$ cat config.mk
export PLATFORM = sky130hd
export DESIGN_NAME = mos6502s_stack_sequencer
export DESIGN_NICKNAME = d
export VERILOG_FILES = /design/src/rtl/mos6502s_stack_sequencer.sv
export SDC_FILE = /design/constraint.sdc
export NUM_CORES = 1
export LEC_CHECK = 0
export ABC_AREA = 1
export ABC_CLOCK_PERIOD_IN_PS = 2100
export BUFFER_PORTS_ARGS = -buffer_cell sky130_fd_sc_hd__buf_2
export CORE_AREA = 2 2 80 82
export CTS_CLUSTER_DIAMETER = 60
export DETAILED_ROUTE_END_ITERATION = 10
export DIE_AREA = 0 0 82 84
export PLACE_DENSITY = 0.79
export SKIP_LAST_GASP = 1
export SLEW_MARGIN = 0
export SYNTH_ARGS = -nofsm -noshare
export SYNTH_HDL_FRONTEND = slang
export SYNTH_SLANG_ARGS = --single-unit
export TNS_END_PERCENT = 5
$ cat constraint.sdc
create_clock -name clk -period 2.1 [get_ports clk]
set_clock_uncertainty 0.15 [all_clocks]
set_input_delay 0.105 -clock clk [delete_from_list [all_inputs] [get_ports clk]]
set_output_delay 0.105 -clock clk [all_outputs]
set_load 0.03 [all_outputs]
$ cat src/rtl/mos6502s_stack_sequencer.sv
// mos6502s_stack_sequencer: 1/2/3-byte stack push/pull sequencer on a byte-wide bus.
// Optional build macro MOS6502S_STACK_DUMMY_READ_EN: pull ops issue one discarded
// read at {8'h01, sp_in} before the first pulled byte.
// Bus requests and SP strobes are decoded from the current state and the live
// sp_in, so the address tracks the stack pointer as it steps byte by byte.
module mos6502s_stack_sequencer (
  input  logic        clk,
  input  logic        rst,
  input  logic        start,
  input  logic [2:0]  op,
  input  logic [23:0] push_data,
  input  logic [7:0]  sp_in,
  input  logic [7:0]  mem_rdata,
  input  logic        mem_ready,
  output logic [15:0] mem_addr,
  output logic [7:0]  mem_wdata,
  output logic        mem_we,
  output logic        mem_re,
  output logic        sp_inc,
  output logic        sp_dec,
  output logic        busy,
  output logic        done,
  output logic [23:0] pull_data
);

  localparam int unsigned DW = 8;
  localparam int unsigned AW = 16;
  localparam int unsigned FW = 24;
  localparam logic [DW-1:0] STACK_PAGE = 8'h01;

  typedef enum logic [1:0] {
    IDLE = 2'd0,
    XFER = 2'd1,
    FIN  = 2'd2
  } state_t;

  state_t        state_q, state_d;
  logic          pull_q;
  logic          dummy_q;
  logic [1:0]    cnt_q;
  logic [1:0]    idx_q;
  logic [FW-1:0] push_q;

  logic          op_rsvd_c;
  logic          op_pull_c;
  logic          dummy_start_c;
  logic [1:0]    op_cnt_c;
  logic          last_c;
  logic [1:0]    push_sel_c;
  logic [1:0]    pull_sel_c;
  logic [DW-1:0] push_byte_c;

  // Operation decode: op[0] selects pull, op[2:1] encodes byte count minus one
  assign op_rsvd_c = (op[2:1] == 2'b11);
  assign op_pull_c = op[0];
  assign op_cnt_c  = 2'(op[2:1] + 2'd1);

`ifdef MOS6502S_STACK_DUMMY_READ_EN
  assign dummy_start_c = op_pull_c;
`else
  assign dummy_start_c = 1'b0;
`endif

  // Byte ordering: pushes go high field first; PULL16 fills PCL then PCH
  assign last_c     = (idx_q == 2'(cnt_q - 2'd1));
  assign push_sel_c = (cnt_q == 2'd1) ? 2'd0 : 2'(2'd2 - idx_q);
  assign pull_sel_c = (cnt_q == 2'd2) ? 2'(idx_q + 2'd1) : idx_q;

  // Select the outgoing push byte for the current index
  always_comb begin
    push_byte_c = push_q[7:0];
    case (push_sel_c)
      2'd2:    push_byte_c = push_q[23:16];
      2'd1:    push_byte_c = push_q[15:8];
      default: push_byte_c = push_q[7:0];
    endcase
  end

  // State register
  always_ff @(posedge clk) begin
    if (rst) state_q <= IDLE;
    else     state_q <= state_d;
  end

  // Sequence context, byte index and pulled-byte assembly
  always_ff @(posedge clk) begin
    if (rst) begin
      pull_q    <= 1'b0;
      dummy_q   <= 1'b0;
      cnt_q     <= 2'd0;
      idx_q     <= 2'd0;
      push_q    <= '0;
      pull_data <= '0;
    end else if (state_q == IDLE && start && !op_rsvd_c) begin
      pull_q  <= op_pull_c;
      dummy_q <= dummy_start_c;
      cnt_q   <= op_cnt_c;
      idx_q   <= 2'd0;
      push_q  <= push_data;
    end else if (state_q == XFER && mem_ready) begin
      if (dummy_q) begin
        dummy_q <= 1'b0;
      end else begin
        idx_q <= 2'(idx_q + 2'd1);
        if (pull_q) begin
          case (pull_sel_c)
            2'd2:    pull_data[23:16] <= mem_rdata;
            2'd1:    pull_data[15:8]  <= mem_rdata;
            default: pull_data[7:0]   <= mem_rdata;
          endcase
        end
      end
    end
  end

  // Next-state and bus/strobe decode
  always_comb begin
    state_d   = state_q;
    mem_addr  = AW'(0);
    mem_wdata = DW'(0);
    mem_we    = 1'b0;
    mem_re    = 1'b0;
    sp_inc    = 1'b0;
    sp_dec    = 1'b0;
    busy      = 1'b0;
    done      = 1'b0;
    case (state_q)
      IDLE: begin
        if (start) state_d = op_rsvd_c ? FIN : XFER;
      end
      XFER: begin
        busy = 1'b1;
        if (pull_q) begin
          mem_re = 1'b1;
          if (dummy_q) begin
            mem_addr = {STACK_PAGE, sp_in};
          end else begin
            mem_addr = {STACK_PAGE, 8'(sp_in + 8'd1)};
            sp_inc   = mem_ready;
          end
        end else begin
          mem_we    = 1'b1;
          mem_addr  = {STACK_PAGE, sp_in};
          mem_wdata = push_byte_c;
          sp_dec    = mem_ready;
        end
        if (mem_ready && !dummy_q && last_c) state_d = FIN;
      end
      FIN: begin
        busy    = 1'b1;
        done    = 1'b1;
        state_d = IDLE;
      end
      default: state_d = IDLE;
    endcase
  end

endmodule

# Word-level counts from Yosys, hierarchy flattened
# Index checks and enable logic that the tools add are counted.
dict set report word_totals {
  reg_bits 55
  in_bits 47
  word_cells 61
}
dict set report classes {
  add_sub_neg 5
  n_eq_ne 12
  mux 21
  bitwise_logic 2
  n_reduce_logical 13
}
# operator n
set op_table {}
lappend op_table {{8-bit two-way mux} 3}
lappend op_table {{8-bit one-hot mux with 2 select lines} 1}
lappend op_table {{4-bit AND reduction} 3}
lappend op_table {{2-bit equality test, second input constant} 5}
lappend op_table {{1-bit two-way mux} 10}
lappend op_table {{2-bit two-way mux} 5}
lappend op_table {{9-bit two-way mux} 1}
lappend op_table {{8-bit by 1-bit adder with 8-bit output, second input constant} 1}
lappend op_table {{2-bit by 1-bit equality test with 1-bit output, second input constant} 4}
lappend op_table {{2-bit OR reduction} 3}
lappend op_table {{2-bit by 1-bit adder with 2-bit output, second input constant} 2}
lappend op_table {{1-bit logical AND} 4}
lappend op_table {{2-bit one-hot mux with 2 select lines} 1}
lappend op_table {{2-bit equality test} 1}
lappend op_table {{2-bit logical NOT} 1}
lappend op_table {{2-bit by 1-bit != test with 1-bit output, second input constant} 1}
lappend op_table {{2-bit != test, second input constant} 1}
lappend op_table {{1-bit inverter} 2}
lappend op_table {{2-bit AND reduction} 1}
lappend op_table {{2-bit by 1-bit subtractor with 2-bit output, second input constant} 1}
lappend op_table {{2-bit subtractor, first input constant} 1}
lappend op_table {{1-bit logical NOT} 1}

# Logic depth before layout (Yosys ltp)
dict set report depth {
  depth_word 6
  ltp_mapped 10
  ltp_nobuf 10
}

# Least setup slack after synthesis
# No wires, ideal clock.
dict set report synth_timing {
  path_kind {reg-to-output}
  from {register idx_q[0]}
  to {output mem_wdata[1]}
  arrival_time_ps 1929
  required_ps 1845
  setup_slack_ps -84
  stages_incl_launch_ff 10
  path_cell_list {dfxtp_1 buf_2 xor2_1 nor2_1 inv_1 ha_1 clkbuf_1 inv_1 o21ai_0 a21oi_1}
}
dict set report synth_between {
  elab_chain_len 6
  elab_cells_between_ends 7
  classes_between {add/sub: 1; eq/ne: 2; mux: 4}
}
# item line_no
set synth_lines {}
lappend synth_lines {{from (decl)} 41} ;# logic [1:0] idx_q;
lappend synth_lines {{from (signal assigned)} 104} ;# idx_q <= 2'(idx_q + 2'd1);
lappend synth_lines {{2-bit subtractor (*)} 66} ;# assign push_sel_c = (cnt_q == 2'd1) ? 2'd0 : 2'(2'd2 - idx_q);
lappend synth_lines {{2-bit two-way mux (*)} 66}
lappend synth_lines {{2-bit by 1-bit equality test with 1-bit output or 2-bit equality test (tied branches)} 72} ;# case (push_sel_c)
lappend synth_lines {{8-bit one-hot mux with 2 select lines (*)} 72}
lappend synth_lines {{8-bit two-way mux (*)} 133} ;# if (pull_q) begin
lappend synth_lines {{8-bit two-way mux (*)} 127} ;# case (state_q)
lappend synth_lines {{to (decl)} 16} ;# output logic [7:0] mem_wdata,
# Mark *: on every way between the ends. The rest lies on a longest branch, timed or not.

# Final worst setup path
dict set report layout_timing {
  from {register cnt_q[1]}
  to {output mem_wdata[2]}
}
dict set report layout_between {
  elab_chain_len 6
  elab_cells_between_ends 7
  classes_between {eq/ne: 3; mux: 4}
}
# item line_no
set layout_lines {}
lappend layout_lines {{from (decl)} 40} ;# logic [1:0] cnt_q;
lappend layout_lines {{from (signal assigned)} 97} ;# cnt_q <= op_cnt_c;
lappend layout_lines {{2-bit by 1-bit equality test with 1-bit output (*)} 66}
lappend layout_lines {{2-bit two-way mux (*)} 66}
lappend layout_lines {{2-bit by 1-bit equality test with 1-bit output or 2-bit equality test (tied branches)} 72}
lappend layout_lines {{8-bit one-hot mux with 2 select lines (*)} 72}
lappend layout_lines {{8-bit two-way mux (*)} 133}
lappend layout_lines {{8-bit two-way mux (*)} 127}
# Marks and branches as above.

==> results.toml <==
[global_route]
grt_max_degree = 53
grt_pass1_vias = 2667
grt_use_total = 0.210
gr-total-overflow = 0
antenna_found_initial = 0
grt_first_pass_wirelength_um = 11500

[setup_path]
cp_slowest_cell = "dfxtp_2"
crit_chain = "inv_2, ha_4, nor2_4, inv_2, ha_4, inv_4, o21ai_0, a21oi_2, buf_4"
critPathMaxFanout = 8
critPathKind = "reg2out"
critPathMaxStageDelay_ps = 340
worstPathArrival_ps = 1840
crit_required_ps = 1850
cp.buffers_inverters = 4
critical-path-top-delay-family = "adder cells"
end_kind = "output port"
start_kind = "flip-flop"

[timing]
post-route-min-period_ps = 2100
report.final.slew_viol_count = 0
setup_viol_count_final = 0
final_hold_viol_count = 0
worst_pin_slew_ps = 740
maxSlewHeadroom = 0.506
finalCritPeriodShare = 0.999
max_freq_mhz = 477
fin_tns_setup_ps = 0
rsz0062_at_grt = "true"

[synth]
syn-cell-area_mm2 = 0.00264
syn_area_per_cell_um2 = 7.32
synthDistinctLibCells = 31
synth_edf_count = 0
yosys_warnings = 0
syn_inst = 361
synth_top_cell_by_area = "dfxtp_1"
ys_ff_latch = 55
yosysSeqAreaShare = 0.416
yosysMostFrequentCell = "nor2_1"
yosys.area.top_type_share = 0.416
synth_flop_cell = "dfxtp_1"
synth-async-reset-ratio = 0
synth_common_cells = "nor2_1 (108), dfxtp_1 (55), o21ai_1 (53)"
synth.area.top_cells = "dfxtp_1 (42%), nor2_1 (15%), o21ai_1 (10%)"

[layout]
n_antenna_cell = 0
stdcell_area_mm2 = 0.00370
syn_to_final_growth_pct = 40.0
layout.cells.non_filler = 564
nets = 544
drive_above_1_share = 0.296

[detailed_routing]
ant_nets = 0
wire_per_inst_um = 12.6
routed_wl_um = 7090
drc = 0
drt_iter0_markers = 134
num_vias = 2735
viasPerCell = 4.85
drt_pass1_iterations = 4

[power_and_ir_drop]
p_comb_frac = 0.277
p_sw_mw = 0.819
switching_share = 0.337
clkPwrFrac = 0.239
leakage_nw = 1.71
power_density_mw_per_mm2 = 656
intPower_mw = 1.61
pwr-share-seq = 0.484
vdd_ir_drop_max_mv = 0.441
finalPower_mw = 2.43

[clock_network]
root_buffer = "clkbuf_8"
clockBufferDepth = 2
clock_sinks = 55
clk_latency_ps = 300
cts_tree = "done"
cts_buffers = 5
clk_pin_slew_ps = 100
h-tree-depth = 2

[placed_design]
place_inst = 518
gp_congestion = 0.886
dpl_cell_area_mm2 = 0.00313
port_buffers = 93
hpwl_um = 4720

[die]
core_area_mm2 = 0.00610
dieHeight_um = 84
die_x_um = 82
rows = 29
start_util = 0.434
ioPinCount = 101
die_area_mm2 = 0.00689

[hold_path]
hold_class = "in2reg"

[job]
maxCapViolCount = 0

[run_status]
status = "completed"
-- layout make-up --
class                           instances  area (µm²)
Tap cell                               77        96.3
Clock buffer                            5        68.8
Multi-Input combinational cell        263        1390
Sequential cell                        55        1110
Fill cell                             543        2390
Clock inverter                          3        20.0
Inverter                               27         133
Timing Repair Buffer                  134         887
-- power groups by stage --
stage	Clock [mW]	Combinational [mW]	Sequential, mW
floorplan	0	0.424	1.17
global placement	0	0.546	1.19
detailed placement	0	0.554	1.19
CTS	0.599	0.633	1.17
global route	0.645	0.741	1.18
finish	0.581	0.672	1.18
-- flip-flops by register name, summed over array words and instances, names as in the netlist --
register	count
push_q	24
pull_data	24
pull_q	1
state_q	2
cnt_q	2
idx_q	2
-- through the flow --
| stage | setup slack [ps] | util | hold slack [ps] |
|---|---|---|---|
| floorplan | -84.4 | - | 24.1 |
| global placement | 198 | 0.513 | 157 |
| detailed placement | 136 | 0.513 | 159 |
| CTS | -8.42 | 0.597 | 15.0 |
| global route | -92.8 | 0.607 | 56.0 |
| finish | 1.93 | 0.607 | 27.0 |
-- logic make-up after synthesis --
kind of cell / Yosys count / share of synthesized area
adder cells (fa/ha/maj): 11 / 0.0521
buffers and inverters: 50 / 0.0994
other: 1 / 0.00142
AO/OA/AOI/OAI: 92 / 0.179
flip-flops: 55 / 0.416
XOR/XNOR: 4 / 0.0132
AND/OR/NAND/NOR: 148 / 0.239
-- path summary, 6_finish.rpt --
kind / start / to / slack, ps / cells after the start
min: start / state_q[1] / 30 / 6
max reg2reg: cnt_q[0] / pull_data[3] / 180 / 9
max: cnt_q[1] / mem_wdata[2] / 2 / 9
min reg2reg: pull_data[22] / pull_data[22] / 340 / 2
-- worst register-to-register path, delay by kind of cell (launching register included) --
kind,cells,cell delay (ps)
xor gates and xnor gates,1,200
buffers and inverters,3,230
adders and majority gates,2,550
DFF,1,400
and+or+nand+nor,3,300
-- cell usage in the layout (no fill, tap or decap), types with 3 or more instances in the layout --
cell type,count
nor2_1,106
buf_2,85
o21ai_1,53
dfxtp_1,50
dlygate4sd3_1,36
nand2_1,25
a21oi_1,22
inv_1,13
buf_4,12
inv_2,8
o21ai_0,8
ha_1,8
conb_1,7
a21oi_2,5
clkbuf_8,5
nor3_1,4
dfxtp_2,4
nor2_4,3
xor2_1,3
nand3_4,3
clkinv_4,3
ha_4,3
-- layer usage --
metal  GRT usage  wire length (µm)  share of wire
met2       0.356              3570           0.50
met4      0.0985               188          0.027
met5           0                 0              0
met1       0.248              3000           0.42
met3      0.0433               323          0.046
-- what timing repair did --
item,4_1_cts,5_1_grt
gates cloned,0,1
resized for setup,21,12
endpoints found under the hold margin,53,0
buffers inserted,0,1
hold buffers,36,0
endpoints found under the setup margin,8,9
pin swaps,7,5
No activity file was read; power rests on OpenSTA's default activity.
